**config.mk**
```make
export PLATFORM = sky130hd
export DESIGN_NAME = timer
export DESIGN_NICKNAME = d
export VERILOG_FILES = /design/src/rtl/timer.sv
export SDC_FILE = /design/constraint.sdc
export NUM_CORES = 1
export LEC_CHECK = 0
export ABC_AREA = 0
export CORE_MARGIN = 2
export CORE_UTILIZATION = 65
export DETAILED_ROUTE_END_ITERATION = 16
export HOLD_SLACK_MARGIN = 0.1
export PLACE_DENSITY = 0.87
export RECOVER_POWER = 25
export SKIP_CTS_REPAIR_TIMING = 1
export SLEW_MARGIN = 40
export SYNTH_ARGS = -nofsm -noshare
export SYNTH_HDL_FRONTEND = slang
export SYNTH_SLANG_ARGS = --single-unit
export TNS_END_PERCENT = 5
```
**constraint.sdc**
```tcl
create_clock -name clk -period 12 [get_ports clk]
set_input_delay 1.2 -clock clk [delete_from_list [all_inputs] [get_ports clk]]
set_output_delay 1.2 -clock clk [all_outputs]
set_load 0.01 [all_outputs]
```
**src/rtl/timer.sv**
```systemverilog
// timer: prescaled elapsed-seconds counter (saturating at 9:59) with a signed, clamped BCD display offset
module timer #(
  parameter int TICKS_PER_SEC = 50000000
) (
  input  logic       clk,
  input  logic       reset,
  input  logic       count,
  input  logic [8:0] adder,
  output logic [3:0] seconds0,
  output logic [3:0] seconds1,
  output logic [3:0] minutes0
);
  localparam int PW = TICKS_PER_SEC > 1 ? $clog2(TICKS_PER_SEC) : 1;
  logic [PW-1:0] presc;
  logic [9:0] elapsed;
  logic wrap;
  logic signed [11:0] sum;
  logic [9:0] disp;
  logic [9:0] rem;
  assign wrap = presc == PW'(TICKS_PER_SEC - 1);
  always_ff @(posedge clk or posedge reset)
    if (reset) begin
      presc <= '0;
      elapsed <= '0;
    end else if (count) begin
      presc <= wrap ? '0 : presc + 1'b1;
      if (wrap && elapsed != 10'd599) elapsed <= elapsed + 1'b1;
    end
  always_comb begin
    sum = $signed({2'b00, elapsed}) + $signed({{3{adder[8]}}, adder});
    disp = sum[11] ? 10'd0 : (sum > 12'sd599 ? 10'd599 : sum[9:0]);
    rem = disp % 10'd60;
    minutes0 = 4'(disp / 10'd60);
    seconds1 = 4'(rem / 10'd10);
    seconds0 = 4'(rem % 10'd10);
  end
endmodule

```
==> impl_metrics.py <==
metrics = {
    "synth": {
        "synth_nets": 447,
        "synth_top_family_by_area": "simple AND/OR/NAND/NOR gates",
        "synthXorXnorAreaFrac_pct": 10.7,
        "yosys-top-cells-count": "nor2_1, nand2_1, dfrtp_1",
        "yosys.area_share.simple_pct": 26.8,
        "ys_ff_latch": 36,
        "synthesis.area_per_instance_um2": 8.35,
        "syn_area_mm2": 0.00351,
        "yosysUniqueCellTypes": 81,
        "synth_seq_area_share_pct": 25.7,
        "synth_cells": 420,
        "synth_ff_type": "dfrtp_1",
        "synthMuxAreaShare_pct": 2.89,
        "yosys.area.top_type": "dfrtp_1",
        "synth_compound_area_share_pct": 24.5,
        "synth_top_area_share_pct": 25.7,
        "synthArstFlopShare_pct": 100,
        "synth_area_leaders": "dfrtp_1, xnor2_1, nor2_1, ha_1, xor2_1",
        "synth-edff-count": 0,
        "synth-adder-area-share_pct": 6.17,
        "synth_most_common_cell": "nor2_1",
        "yosys_warnings": 0,
    },
    "cts": {
        "clk_pin_slew_worst_paths_ps": 60,
        "cts_max_path_buffers": 2,
        "clk_latency_ps": 290,
        "cts_tree": "done",
        "h-tree-depth": 2,
        "clock_sinks": 36,
        "cts-root-buf": "clkbuf_8",
        "cts_buffers": 5,
    },
    "critical_path": {
        "cp.arrival_ps": 8370,
        "critPathRequiredTime_ps": 10800,
        "worstRegToRegCells": 9,
        "path_class": "in2out",
        "critPathCaptureType": "primary output",
        "start_kind": "input port",
        "crit_chain": "clkdlybuf4s50_1, ha_1, inv_1, fa_1, nand2b_1, a211oi_2, o21ai_0, a211oi_1, o22ai_1, mux2i_1, a311oi_1, nor4_4, nor2_1, maj3_2, mux2i_2, nand2b_1, xnor2_1, mux2i_1, ha_1, a21oi_2, o31a_1, or3_1, clkdlybuf4s50_1",
        "crit_slowest_cell": "mux2i_1",
        "cp_max_fo": 14,
        "slowest_delay_ps": 570,
    },
    "route": {
        "vias": 3313,
        "drt_pass1_iterations": 5,
        "avgViaCountPerCell": 6.52,
        "routedWlPerCell_um": 15.9,
        "route.detailed.drc": 0,
        "drt_iter0_markers": 225,
        "finalWirelength_um": 8060,
        "ant_nets": 0,
    },
    "floorplan": {
        "rows": 26,
        "fp.coreArea_mm2": 0.00517,
        "io_pins": 24,
        "die_w_um": 77.4,
        "die_h_um": 77.4,
        "initial_core_util_pct": 67.8,
        "die-area_mm2": 0.00600,
    },
    "timing": {
        "finalClockSkew_ps": 6.49,
        "maxSlewViolCount": 37,
        "hold_violations": 0,
        "slew_headroom_pct": -20.9,
        "grt_setup_unrepaired": "no",
        "min_period_ps": 9570,
        "fin_crit_sh_pct": 79.8,
        "tightest_slew_ps": 1810,
        "finalSetupViolCount": 0,
        "setup_tns_ps": 0,
        "hold_slack_ps": 489,
        "fmax_mhz": 104,
    },
    "cells_and_area": {
        "fillerInstances": 397,
        "seq_area_um2": 901,
        "syn2layout_area_growth_pct": 9.46,
        "multiInputGateArea_mm2": 0.00251,
        "layout-drive-gt1-share_pct": 8.45,
        "fin_nets": 465,
        "antenna_cells": 0,
        "finalInstanceArea_mm2": 0.00384,
    },
    "power_and_ir_drop": {
        "p_leak_uw": 0.00167,
        "p_per_area_mw_per_mm2": 97.0,
        "ir_drop_mv": 0.111,
    },
    "global_routing": {
        "grt_max_degree": 37,
        "globalRouteTotalUtil_pct": 28.0,
        "antenna_found_initial": 0,
        "grt_overflow": 0,
        "grt_pass1_wl_um": 13900,
        "grt_pass1_vias": 3184,
    },
    "place": {
        "dp_hpwl_um": 6190,
        "port-buffer-count": 22,
        "placed_area_mm2": 0.00376,
        "place.gp.congestion": 0.967,
    },
    "worst_hold_path": {
        "worstHoldPathType": "reg2reg",
        "hold_depth": 1,
    },
    "run_status": {
        "status": "finished, violations left",
        "violations": "capacitance limit, slew limit",
    },
    "run": {
        "maxCapViolCount": 1,
    },
}
==> final cells by class <==
class | count | area share (%)
timing repair buffer | 24 | 6.03
multi-input combinational | 362 | 65.3
tap | 70 | 2.28
sequential | 36 | 23.5
clock buffer | 6 | 1.89
clock inverter | 1 | 0.130
inverter | 9 | 0.880
==> registers in the layout, indices dropped and copies added, names as in the netlist <==
signal   cells
elapsed     10
presc       26
==> worst paths after layout <==
kind	startpoint	end	slack, ps
max in group asynchronous	reset	elapsed[3]	8960
worst max-delay path	adder[0]	seconds0[2]	2430
min in group asynchronous	reset	presc[23]	1990
worst max register to register	presc[9]	elapsed[9]	9610
worst min-delay path	presc[6]	presc[6]	490
worst min register to register	presc[6]	presc[6]	490
==> per-stage QoR <==
| stage | setup WS [ps] | util, % | power (µW) | std cells |
|---|---|---|---|---|
| final | 2430 | 74.2 | 372 | 508 |
| after CTS | 2550 | 74.3 | 372 | 508 |
| after floorplan | 4370 | - | 251 | 420 |
| after detailed placement | 2570 | 72.8 | 292 | 501 |
| after global placement | 2390 | 72.6 | 286 | 501 |
| after global routing | 2030 | 74.2 | 393 | 508 |
==> placed cells by master (no fill, tap or decap), drive strengths merged, types with 4 or more instances in the layout <==
master / synthesis / final
nor2: 50 / 50
nor3: 11 / 11
and2: 7 / 7
or2: 4 / 4
a31oi: 4 / 4
or3: 4 / 4
dfrtp: 36 / 36
nand3: 22 / 22
clkbuf: 5 / 7
o21a: 4 / 4
nand4: 11 / 11
o21ai: 17 / 17
a211o: 4 / 4
mux2i: 6 / 6
nand2: 40 / 40
ha: 14 / 14
o211a: 5 / 5
a211oi: 9 / 9
a21o: 7 / 7
inv: 9 / 9
a21oi: 18 / 18
o211ai: 8 / 8
clkdlybuf4s50: 0 / 21
xor2: 20 / 20
and3: 12 / 12
nand2b: 7 / 7
xnor2: 23 / 23
nor4b: 4 / 4
==> cell families after synthesis <==
logic type | after synthesis
fa+ha+maj | 17
simple gates | 183
xor+xnor | 43
other cells | 1
compound gates | 109
flops | 36
mux | 9
buf+inv | 22
==> per-layer routing <==
layer	track usage [%]	up-vias	routed length (µm)
li1	-	1589	-
met1	34.9	1559	3460
met2	49.0	134	3920
met3	3.95	31	440
met4	10.9	0	232
met5	0	-	0
==> critical path: cells and delay by family <==
family	cells	cell delay (ps)
xor gates and xnor gates	1	150
muxes	3	1230
AOI/OAI and AO/OA	7	2010
buffers and inverters	3	1010
and+or+nand+nor	5	1520
adders and majority gates	4	1270
==> where the power goes <==
group	internal, µW	switching, µW	total, µW
combinational	66.1	79.1	145
sequential	133	14.1	147
clock	39.4	40.9	80.3
Note: power is estimated with default switching activity, not from simulation.
